**src/rtl/avalon_aon_timer.sv**
```systemverilog
// Always-on machine timer with an Avalon-MM slave: MSIP, CTRL, 64-bit mtime/mtimecmp.
// Writes complete in one cycle; reads take two (capture, then present).
module avalon_aon_timer #(
    parameter int unsigned PRESCALE = 50
) (
    input  logic        clk,
    input  logic        rst_n,
    input  logic        avn_read,
    input  logic        avn_write,
    input  logic [4:0]  avn_address,
    input  logic [3:0]  avn_byte_enable,
    input  logic [31:0] avn_writedata,
    output logic [31:0] avn_readdata,
    output logic        avn_waitrequest,
    output logic        software_interrupt,
    output logic        timer_interrupt
);
    localparam int unsigned PS_W = 16;
    localparam logic [PS_W-1:0] PS_MAX = PS_W'(PRESCALE - 1);

    localparam logic [2:0] A_MSIP     = 3'd0;
    localparam logic [2:0] A_CTRL     = 3'd1;
    localparam logic [2:0] A_CMP_LO   = 3'd2;
    localparam logic [2:0] A_CMP_HI   = 3'd3;
    localparam logic [2:0] A_MTIME_LO = 3'd4;
    localparam logic [2:0] A_MTIME_HI = 3'd5;

    typedef enum logic {RD_IDLE, RD_DONE} rd_state_e;

    rd_state_e        rd_state_q, rd_state_d;
    logic [PS_W-1:0]  ps_q, ps_d;
    logic [63:0]      mtime_q, mtime_d;
    logic [63:0]      mtimecmp_q, mtimecmp_d;
    logic             msip_q, msip_d;
    logic             enable_q, enable_d;
    logic [31:0]      shadow_q, shadow_d;
    logic [31:0]      readdata_q, readdata_d;
    logic             tirq_q;
    logic             wait_c, capture_c, tick_c;
    logic [31:0]      rdata_c;
    logic [2:0]       idx;
    logic             addr_unused;

    assign idx         = avn_address[4:2];
    assign addr_unused = ^avn_address[1:0];

    function automatic logic [31:0] lane_merge(input logic [31:0] old_v,
                                               input logic [31:0] wd,
                                               input logic [3:0]  be);
        lane_merge = old_v;
        for (int b = 0; b < 4; b++) begin
            if (be[b]) lane_merge[8*b +: 8] = wd[8*b +: 8];
        end
    endfunction

    // Read handshake: stall the first read cycle while data is captured.
    always_comb begin
        rd_state_d = rd_state_q;
        wait_c     = 1'b0;
        capture_c  = 1'b0;
        case (rd_state_q)
            RD_IDLE: begin
                if (avn_read && !avn_write) begin
                    wait_c     = 1'b1;
                    capture_c  = 1'b1;
                    rd_state_d = RD_DONE;
                end
            end
            RD_DONE: rd_state_d = RD_IDLE;
            default: rd_state_d = RD_IDLE;
        endcase
    end

    always_comb begin
        rdata_c = 32'd0;
        case (idx)
            A_MSIP:     rdata_c = {31'd0, msip_q};
            A_CTRL:     rdata_c = {31'd0, enable_q};
            A_CMP_LO:   rdata_c = mtimecmp_q[31:0];
            A_CMP_HI:   rdata_c = mtimecmp_q[63:32];
            A_MTIME_LO: rdata_c = mtime_q[31:0];
            A_MTIME_HI: rdata_c = shadow_q;
            default:    rdata_c = 32'd0;
        endcase
    end

    assign tick_c = enable_q && (ps_q == PS_MAX);

    // Register updates; a bus write to mtime overrides that cycle's tick.
    always_comb begin
        ps_d       = ps_q;
        mtime_d    = mtime_q;
        mtimecmp_d = mtimecmp_q;
        msip_d     = msip_q;
        enable_d   = enable_q;
        shadow_d   = shadow_q;
        readdata_d = readdata_q;

        if (enable_q) ps_d = tick_c ? '0 : ps_q + PS_W'(1);

        if (avn_write && idx == A_MTIME_LO) begin
            mtime_d[31:0] = lane_merge(mtime_q[31:0], avn_writedata, avn_byte_enable);
        end else if (avn_write && idx == A_MTIME_HI) begin
            mtime_d[63:32] = lane_merge(mtime_q[63:32], avn_writedata, avn_byte_enable);
        end else if (tick_c) begin
            mtime_d = mtime_q + 64'd1;
        end

        if (avn_write) begin
            case (idx)
                A_MSIP:   if (avn_byte_enable[0]) msip_d = avn_writedata[0];
                A_CTRL:   if (avn_byte_enable[0]) enable_d = avn_writedata[0];
                A_CMP_LO: mtimecmp_d[31:0] = lane_merge(mtimecmp_q[31:0], avn_writedata, avn_byte_enable);
                A_CMP_HI: mtimecmp_d[63:32] = lane_merge(mtimecmp_q[63:32], avn_writedata, avn_byte_enable);
                default:  ;
            endcase
        end

        if (capture_c) begin
            readdata_d = rdata_c;
            if (idx == A_MTIME_LO) shadow_d = mtime_q[63:32];
        end
    end

    always_ff @(posedge clk or negedge rst_n) begin
        if (!rst_n) begin
            rd_state_q <= RD_IDLE;
            ps_q       <= '0;
            mtime_q    <= 64'd0;
            mtimecmp_q <= '1;
            msip_q     <= 1'b0;
            enable_q   <= 1'b1;
            shadow_q   <= 32'd0;
            readdata_q <= 32'd0;
            tirq_q     <= 1'b0;
        end else begin
            rd_state_q <= rd_state_d;
            ps_q       <= ps_d;
            mtime_q    <= mtime_d;
            mtimecmp_q <= mtimecmp_d;
            msip_q     <= msip_d;
            enable_q   <= enable_d;
            shadow_q   <= shadow_d;
            readdata_q <= readdata_d;
            tirq_q     <= (mtime_q >= mtimecmp_q);
        end
    end

    // Stall is forced low while reset is held so an aborted read releases the master.
    assign avn_waitrequest    = rst_n & wait_c;
    assign avn_readdata       = readdata_q;
    assign timer_interrupt    = tirq_q;
    assign software_interrupt = msip_q;

endmodule

```
**config.mk**
```make
export PLATFORM = sky130hd
export DESIGN_NAME = avalon_aon_timer
export DESIGN_NICKNAME = d
export VERILOG_FILES = /design/src/rtl/avalon_aon_timer.sv
export SDC_FILE = /design/constraint.sdc
export NUM_CORES = 1
export LEC_CHECK = 0
export CORE_ASPECT_RATIO = 0.75
export CORE_MARGIN = 8
export CORE_UTILIZATION = 59
export CTS_CLUSTER_DIAMETER = 200
export DETAILED_ROUTE_END_ITERATION = 8
export PLACE_DENSITY = 0.83
export SYNTH_ARGS = -nofsm -noshare
export SYNTH_HDL_FRONTEND = slang
export SYNTH_SLANG_ARGS = --single-unit
```
**constraint.sdc**
```tcl
create_clock -name clk -period 7.4 [get_ports clk]
set_clock_uncertainty 0.15 [all_clocks]
set_input_delay 1.48 -clock clk [delete_from_list [all_inputs] [get_ports clk]]
set_output_delay 1.48 -clock clk [all_outputs]
set_load 0.02 [all_outputs]
```
Word level (Yosys, flattened, before mapping)
Index checks and enable logic that the tools add are counted.
{"block": "totals", "ff_bits": 212, "inputBits": 45, "out_inout_bits": 35, "elab_cells": 84}
{"block": "op_classes", "addsub": 2, "n_lt_le_gt_ge": 1, "eq_ne": 15, "muxes": 13, "bitwise_logic": 3, "n_reduce_logical": 27}
{"operator": "32-bit case mux with 6 select lines", "count": 1}
{"operator": "32-bit two-way mux", "count": 3}
{"operator": "64-bit by 1-bit adder with 64-bit output (second input constant)", "count": 1}
{"operator": "64-bit >= comparator", "count": 1}
{"operator": "64-bit two-way mux", "count": 1}
{"operator": "3-bit AND reduction", "count": 18}
{"operator": "8-bit two-way mux", "count": 4}
{"operator": "2-bit != test (second input constant)", "count": 9}
{"operator": "16-bit by 1-bit adder with 16-bit output (second input constant)", "count": 1}
{"operator": "16-bit by 6-bit == test with 1-bit output (second input constant)", "count": 1}
{"operator": "16-bit two-way mux", "count": 1}
{"operator": "3-bit by 2-bit == test with 1-bit output (second input constant)", "count": 2}
{"operator": "3-bit == test (second input constant)", "count": 2}
{"operator": "1-bit logical AND", "count": 4}
{"operator": "2-bit nonzero test", "count": 2}
{"operator": "3-bit by 1-bit == test with 1-bit output (second input constant)", "count": 1}
{"operator": "3-bit logical NOT", "count": 1}
{"operator": "1-bit two-way mux", "count": 2}
{"operator": "1-bit inverter", "count": 2}
{"operator": "1-bit case mux with 2 select lines", "count": 1}
{"operator": "2-bit AND reduction", "count": 1}
{"operator": "1-bit bitwise AND", "count": 1}
{"operator": "1-bit logical NOT", "count": 1}

Depth between registers and ports, before layout
Gate-level depths: netlist of the first run.
{"block": "depth", "ltp_word": 5, "depth_mapped": 9, "depth_no_buf": 8}

Worst setup path before layout of the first run
Ideal clock, no wire load.
{"block": "synth_path", "path_type": "input to output", "startpoint": "in avn_write", "endpoint": "out avn_waitrequest", "arrival_time_ns": 2.406, "required_time_ns": 5.770, "slack_ns": 3.364, "cell_stages": 4, "n_path_buf": 1, "cell_sequence": "or3b_2 > clkbuf_1 > inv_1 > and2_1"}
{"block": "synth_via", "elab_chain_len": 5}
{"item": "start: declaration", "line_no": "9", "rtl": "input logic avn_write,"}
{"item": "1-bit logical NOT", "line_no": "63", "rtl": "if (avn_read && !avn_write) begin"}
{"item": "1-bit logical AND", "line_no": "63"}
{"item": "1-bit two-way mux (2 in series)"}
{"item": "net capture_c", "line_no": "39", "rtl": "logic wait_c, capture_c, tick_c;"}
{"item": "1-bit bitwise AND", "line_no": "150", "rtl": "assign avn_waitrequest = rst_n & wait_c;"}
{"item": "end: declaration", "line_no": "14", "rtl": "output logic avn_waitrequest,"}
The timed path passes the listed nets, and every way through them passes these cells.

Worst setup path in the final report of the first run
Same ends and word-level chain as after synthesis.

==> metrics.md, run 1 <==
| Metric | Value |
|---|---|
| Status | completed |
| Synth cell types | 72 |
| Worst R2R Path Depth | 7 |
| Final non-filler cell total | 1,670 |
| CP top delay family | buffers and inverters |
| Area of the multi-input gates | 6480 um^2 |
| Layout cell share with drive strength beyond 1 | 0.1483 |
| Fin area | 14,090 um^2 |
| Critical path class | in -> out |
| Slew headroom | 0.1979 |
| Finish-stage setup viols | 0 |
| Area grow syn2layout | 13.41% |
| Cts bufs inserted | 22 |
| Area share of the largest cell type after synthesis | 0.2960 |
| I/O Buffers | 77 |
| Layout Nets | 1,478 |
| Cell Chain, Critical Path | clkdlybuf4s50_1 > buf_4 > or3b_2 > inv_1 > and2_1 > clkdlybuf4s50_1 |
| DR vias | 11,230 |
| Routed WL | roughly 37,000 um |
| Maximum ir drop on the vdd rail | 182.0 uV |
| Clk buf depth | 3 |
| Post-Place Cells | between 1,500 and 2,000 |
| Min-Delay Path Depth | 2 |
| ANT cells | 0 |
| RR Startpoint | ps_q[0] |
| Slowest-stage cell, CP | or3b_2 |
| Sequential-to-total area share from yosys stat | 0.4334 |
| Most common library cells after synthesis | 150 x nand2_1, 147 x dfrtp_1, 104 x o21ai_0 |
| Number of synthesized flops with an enable pin | 0 |
| Sink Count | 212 |
| Mapped Cells | approximately 1,300 |
| GRT overflow | 0 |
| Leak pwr | 6.000 nW |
| Htree depth | 1 |
| Total Routing Usage GR | 0.2818 |
| Setup crit end kind | output pin |
| Vias in the first global route | 10,770 |
| Ys async rst share | 1.000 |
| Filler cells | 1,668 |
| R2R setup slack | 4.14 ns |
| Top-count cell post-synth | nand2_1 |
| Die Wd | 183.6 um |
| Slew @ Worst Pin | 1.200 ns |
| Cell taking the most area after synthesis | dfrtp_1 |
| Post-Syn Area per Cell | 9.400 um^2 |
| Worst Path Max Fanout | 34 |
| Hold path endpoint | avn_readdata[15] |
| Synth Flop Type | dfrtp_1 |
| Initial Utilization | 0.5948 |
| # DRC | 0 |
| Clk pin slew, worst setup/hold paths | 0.06 ns |
| I/O pin cnt | 80 |
| Seq cells post-synth | 212 |
| Die ar. | 26,010 um^2 |
| Nature of the critical path startpoint | input pin |
| P per Cell Area | 243.2 nW/um^2 |
| Seq. cell area | 5386 um^2 |
| CTS tree | done |
| Gpl congestion | about 0.96 |
| Final TNS setup | 0 ns |
| Reg-to-Reg End | mtime_q[7] |
| Hold crit path type | reg -> reg |
| Clk Latency, worst-skew pair | 0.53 ns |
| Die Y | 141.7 um |
| Hold Violations, Final | 0 |
| Most used cell, CP | clkdlybuf4s50_1 |
| Synth top area cells | dfrtp_1 30%, dfstp_2 14%, mux2_2 6.8% |
| Tmin final | between 5 and 6 ns |
| Initial DRT Pass Iterations | 6 |
| Arr. time, crit path | between 3 and 4 ns |
| Vias per inst | 6.723 |
| Yosys warning count | 0 |
| Postcts setup bufs | 0 |
| Cell Area, Placed | approximately 13,000 um^2 |
| Root buffer cell | clkbuf_16 |
| CP Buf/Inv Count | 4 |
| Antenna violations before repair | 0 |
| Global-route wire length before repair | 58,790 um |
| Routed WL per cell | around 22 um |
| Final ANT Viol Nets | 0 |
| Max-Cap Viols | 0 |
| Slew Limit Fails | 0 |
| Core area | about 21,000 um^2 |
| Critical Path RT | approximately 5.8 ns |
| WHS | 0.3320 ns |
| Final period util | 0.7523 |
| FP Rows | 46 |
| # hold bufs at CTS | 0 |
| Hpwl dp | 25,980 um |
| Initial drt markers | 1,479 |
| Synthesized area | between 10,000 and 15,000 um^2 |
| Hold Path Origin | avn_readdata[15] |
| CP max stage delay | 0.85 ns |
| Pin count of the biggest net entering global routing | 75 |
| RSZ-0062 raised after global routing | false |
| Synth Net Count | 1,434 |
| Post_cts resized | 0 |
| Fmax | 0.1796 GHz |
==> layer usage <==
metal	GRT usage	wire length [um]
met1	0.3898	15450
met2	0.4248	16170
met3	0.07588	4511
met4	0.08924	1235
met5	0	0
==> cell families (layout without fill, tap and decap cells) <==
group | Yosys count | after routing | synth area share
buf+inv | 152 | 212 | 0.04642
fa+ha+maj | 67 | 67 | 0.06746
xor+xnor | 15 | 15 | 0.01057
mux | 81 | 81 | 0.07280
simple gates | 420 | 420 | 0.1757
flops | 212 | 212 | 0.4334
compound gates | 375 | 375 | 0.1936
==> per-stage QoR <==
step / total power [mW] / setup WS, ns / utilization
finish: 3.428 / 1.833 / 0.6746
global route: 3.585 / 1.687 / 0.6746
CTS: 3.423 / 1.822 / 0.6746
detailed placement: 2.335 / 1.834 / 0.6416
global placement: 2.285 / 1.828 / 0.6416
floorplan: 2.031 / 3.364 / -
==> worst max-delay path by stage <==
stage	to	from	cells after the start	slack, ns
2_1_floorplan	avn_waitrequest	avn_write	4	3.36
3_5_place_dp	avn_waitrequest	avn_write	6	1.83
5_1_grt	avn_waitrequest	avn_write	6	1.69
4_1_cts	avn_waitrequest	avn_write	6	1.82
3_3_place_gp	avn_waitrequest	avn_write	6	1.83
6_report	avn_waitrequest	avn_write	6	1.83
==> where the power goes <==
| group | internal (mW) | switching (mW) |
|---|---|---|
| clock network | 0.625 | 0.468 |
| registers | 1.40 | 0.193 |
| logic | 0.338 | 0.402 |
==> final cells by class <==
cell class                 count  share of cell area
clock buffer                  40             0.04892
inverter                      83             0.02211
tap                          288             0.02557
timing repair buffer          89             0.06143
sequential                   212              0.3822
multi-input combinational    958              0.4598
==> layout by cell type, fill, tap and decap left out, drive strengths merged, types with 5 or more instances in the layout <==
cell type	count
nand2	151
dfrtp	147
o21ai	104
a21oi	103
inv	83
clkdlybuf4s50	76
mux2	75
ha	67
dfstp	65
nand3	55
nor2	54
nand4	45
clkbuf	40
a221oi	34
a22o	31
nor4	23
o22ai	18
and3	17
o22a	14
and2	14
buf	13
nor3	12
a21o	11
xnor2	11
or3	10
a31oi	10
and4	10
o21a	7
nand2b	7
mux2i	6
o31ai	5
o2bb2a	5
a41oi	5
or4	5
==> registers in the layout (all words and copies together), names as in the netlist <==
register            cells
timer_interrupt         1
enable_q                1
mtime_q                64
avn_readdata           32
software_interrupt      1
rd_state_q              1
ps_q                   16
mtimecmp_q             64
shadow_q               32
==> tightest hold or removal path, cell delays in order (launching register included) <==
cell     delay (ns)
dfrtp_1        0.34
nand2_1        0.05
o21ai_0        0.06
(Power assumes the default switching activity.)
==> run 2, diff against run 1 <==
- clock period: 7.4 -> 5.4 ns (I/O delays scaled with it)
==> run 2 against run 1 <==
Compared with the run above: first-iteration DRC count down 11%; routed wire length is 1.7% higher; register-to-register slack worse by 2.0 ns; combinational power up 39%; worst hold slack got worse by 0.0039 ns; non-clock buffer count grew 7; highest routed layer unchanged.
==> metrics.md, run 2 (same netlist as run 1, synthesis figures left out) <==
| Metric | Value |
|---|---|
| P per Cell Area | 335.4 nW/um^2 |
| GRT overflow | 0 |
| Most used cell, CP | clkdlybuf4s50_1 |
| Post_cts resized | 0 |
| Cell Area, Placed | between 10,000 and 15,000 um^2 |
| Fin area | 14,160 um^2 |
| Initial Utilization | 0.5948 |
| Hpwl dp | 26,370 um |
| Critical Path Start | avn_write |
| Critical Path RT | between 4 and 5 ns |
| Hold Path Origin | avn_readdata[9] |
| Switching portion of total power | 0.3067 |
| P_sw | 1.457 mW |
| Postcts setup bufs | 0 |
| R2R setup slack | 2.11 ns |
| FP Rows | 46 |
| Final ANT Viol Nets | 0 |
| Clk buf depth | 3 |
| Seq. cell area | approximately 5400 um^2 |
| Max-Cap Viols | 0 |
| Die ar. | 26,010 um^2 |
| Area of the multi-input gates | 6480 um^2 |
| Slowest-stage cell, CP | clkdlybuf4s50_1 |
| Setup crit end kind | output pin |
| Cts bufs inserted | 22 |
| # hold bufs at CTS | 0 |
| I/O Buffers | 77 |
| Clk pin slew, worst setup/hold paths | roughly 0.060 ns |
| Most frequent cells in the layout | 148 x nand2_1, 147 x dfrtp_1, 104 x o21ai_0 |
| Clk Latency, worst-skew pair | 0.52 ns |
| Clock power share | 0.324 |
| Antenna violations before repair | 0 |
| Pin count of the biggest net entering global routing | 84 |
| Slew @ Worst Pin | 1.155 ns |
| CP max stage delay | 0.60 ns |
| ANT cells | 0 |
| Area grow syn2layout | 13.98% |
| Root buffer cell | clkbuf_16 |
| Vias in the first global route | 11,240 |
| Fmax | between 0.2 and 0.25 GHz |
| Hold Violations, Final | 0 |
| Htree depth | 1 |
| Biggest regs | mtime_q (64), mtimecmp_q (64) |
| Vias per inst | 6.824 |
| Tmin final | 4.273 ns |
| Routed WL per cell | 22.68 um |
| Pint | 3.293 mW |
| Slew Limit Fails | 0 |
| I/O pin cnt | 80 |
| Sequential share of power | 0.460 |
| Worst R2R Path Depth | 8 |
| Routed WL | 37,990 um |
| Filler cells | 1,615 |
| Most common cell after layout, fill and taps aside | nand2_1 |
| Initial DRT Pass Iterations | 6 |
| Hold crit path type | reg -> reg |
| Gpl congestion | 0.9737 |
| Finish-stage setup viols | 0 |
| Arr. time, crit path | slightly above 3 ns |
| # DRC | 0 |
| Die Wd | 183.6 um |
| CTS tree | done |
| Sink Count | 212 |
| Final period util | 0.7914 |
| Combinational power share | 0.216 |
| Status | completed |
| Core area | 20,890 um^2 |
| Final TNS setup | 0 ns |
| Maximum ir drop on the vdd rail | 257.8 uV |
| Global-route wire length before repair | 60,150 um |
| Nature of the critical path startpoint | input pin |
| Total Routing Usage GR | 0.2892 |
| Leak pwr | approximately 6 nW |
| RR Startpoint | ps_q[1] |
| Layout Nets | 1,485 |
| Die Y | about 140 um |
| Slew headroom | 0.2282 |
| Layout cell share with drive strength beyond 1 | 0.1536 |
| Min-Delay Path Depth | 2 |
| Initial drt markers | approximately 1,300 |
| Critical path class | in -> out |
| Worst Path Max Fanout | 15 |
| Cell Chain, Critical Path | clkdlybuf4s50_1 > buf_4 > or3b_2 > inv_1 > and2_1 > clkdlybuf4s50_1 |
| RSZ-0062 raised after global routing | false |
| DR vias | 11,430 |
[run 2: cell types whose count changed in the layout (fill, tap and decap cells not counted), sizes merged]
cell / previous run / this run
buf: 13 / 20
bufinv: 0 / 2
clkbuf: 40 / 34
clkinv: 0 / 2
[run 2: power by group through the flow]
stage,clock [mW],combinational (mW),sequential [mW]
2_1_floorplan,0,0.639,2.14
3_3_place_gp,0,0.952,2.18
3_5_place_dp,0,1.01,2.20
4_1_cts,1.55,1.02,2.17
5_1_grt,1.61,1.14,2.22
6_report,1.54,1.03,2.18
[run 2: layer usage]
layer  wire [um]  vias to the layer above  track usage  part of all wire
li1            -                     5005            -                 -
met1       15390                     5520       0.3987              0.41
met2       16300                      755       0.4302              0.43
met3        4636                      150      0.06745              0.12
met4        1665                        0       0.1243             0.044
met5           0                        -            0                 0
[run 2: final cells by class]
type	count	area share
Clock inverter	4	0.004947
Sequential cell	212	0.3803
Clock buffer	34	0.04496
Multi-Input combinational cell	958	0.4575
Timing Repair Buffer	96	0.06484
Inverter	83	0.02200
Tap cell	288	0.02544
[run 2: final timing paths]
path                                         to
worst min-delay path            avn_readdata[9]
worst min register to register  avn_readdata[9]
max in group asynchronous           mtime_q[18]
worst max-delay path            avn_waitrequest
worst max register to register      mtime_q[47]
min in group asynchronous           shadow_q[2]
[run 2: per-stage QoR]
| step | util | std cells | hold WS (ns) | setup WS, ns | total power [mW] |
|---|---|---|---|---|---|
| detailed placement | 0.6441 | 1637 | 0.3203 | 1.130 | 3.205 |
| finish | 0.6779 | 1675 | 0.3281 | 1.127 | 4.750 |
| global route | 0.6779 | 1675 | 0.3477 | 1.032 | 4.966 |
| floorplan | - | 1322 | 0.3007 | 2.164 | 2.783 |
| CTS | 0.6779 | 1675 | 0.3329 | 1.122 | 4.737 |
| global placement | 0.6441 | 1637 | 0.3111 | 1.141 | 3.130 |
[run 2: critical path: cells and delay by family]
family                 cells  cell delay (ns)
buffers and inverters      4             1.32
and+or+nand+nor            2             0.63
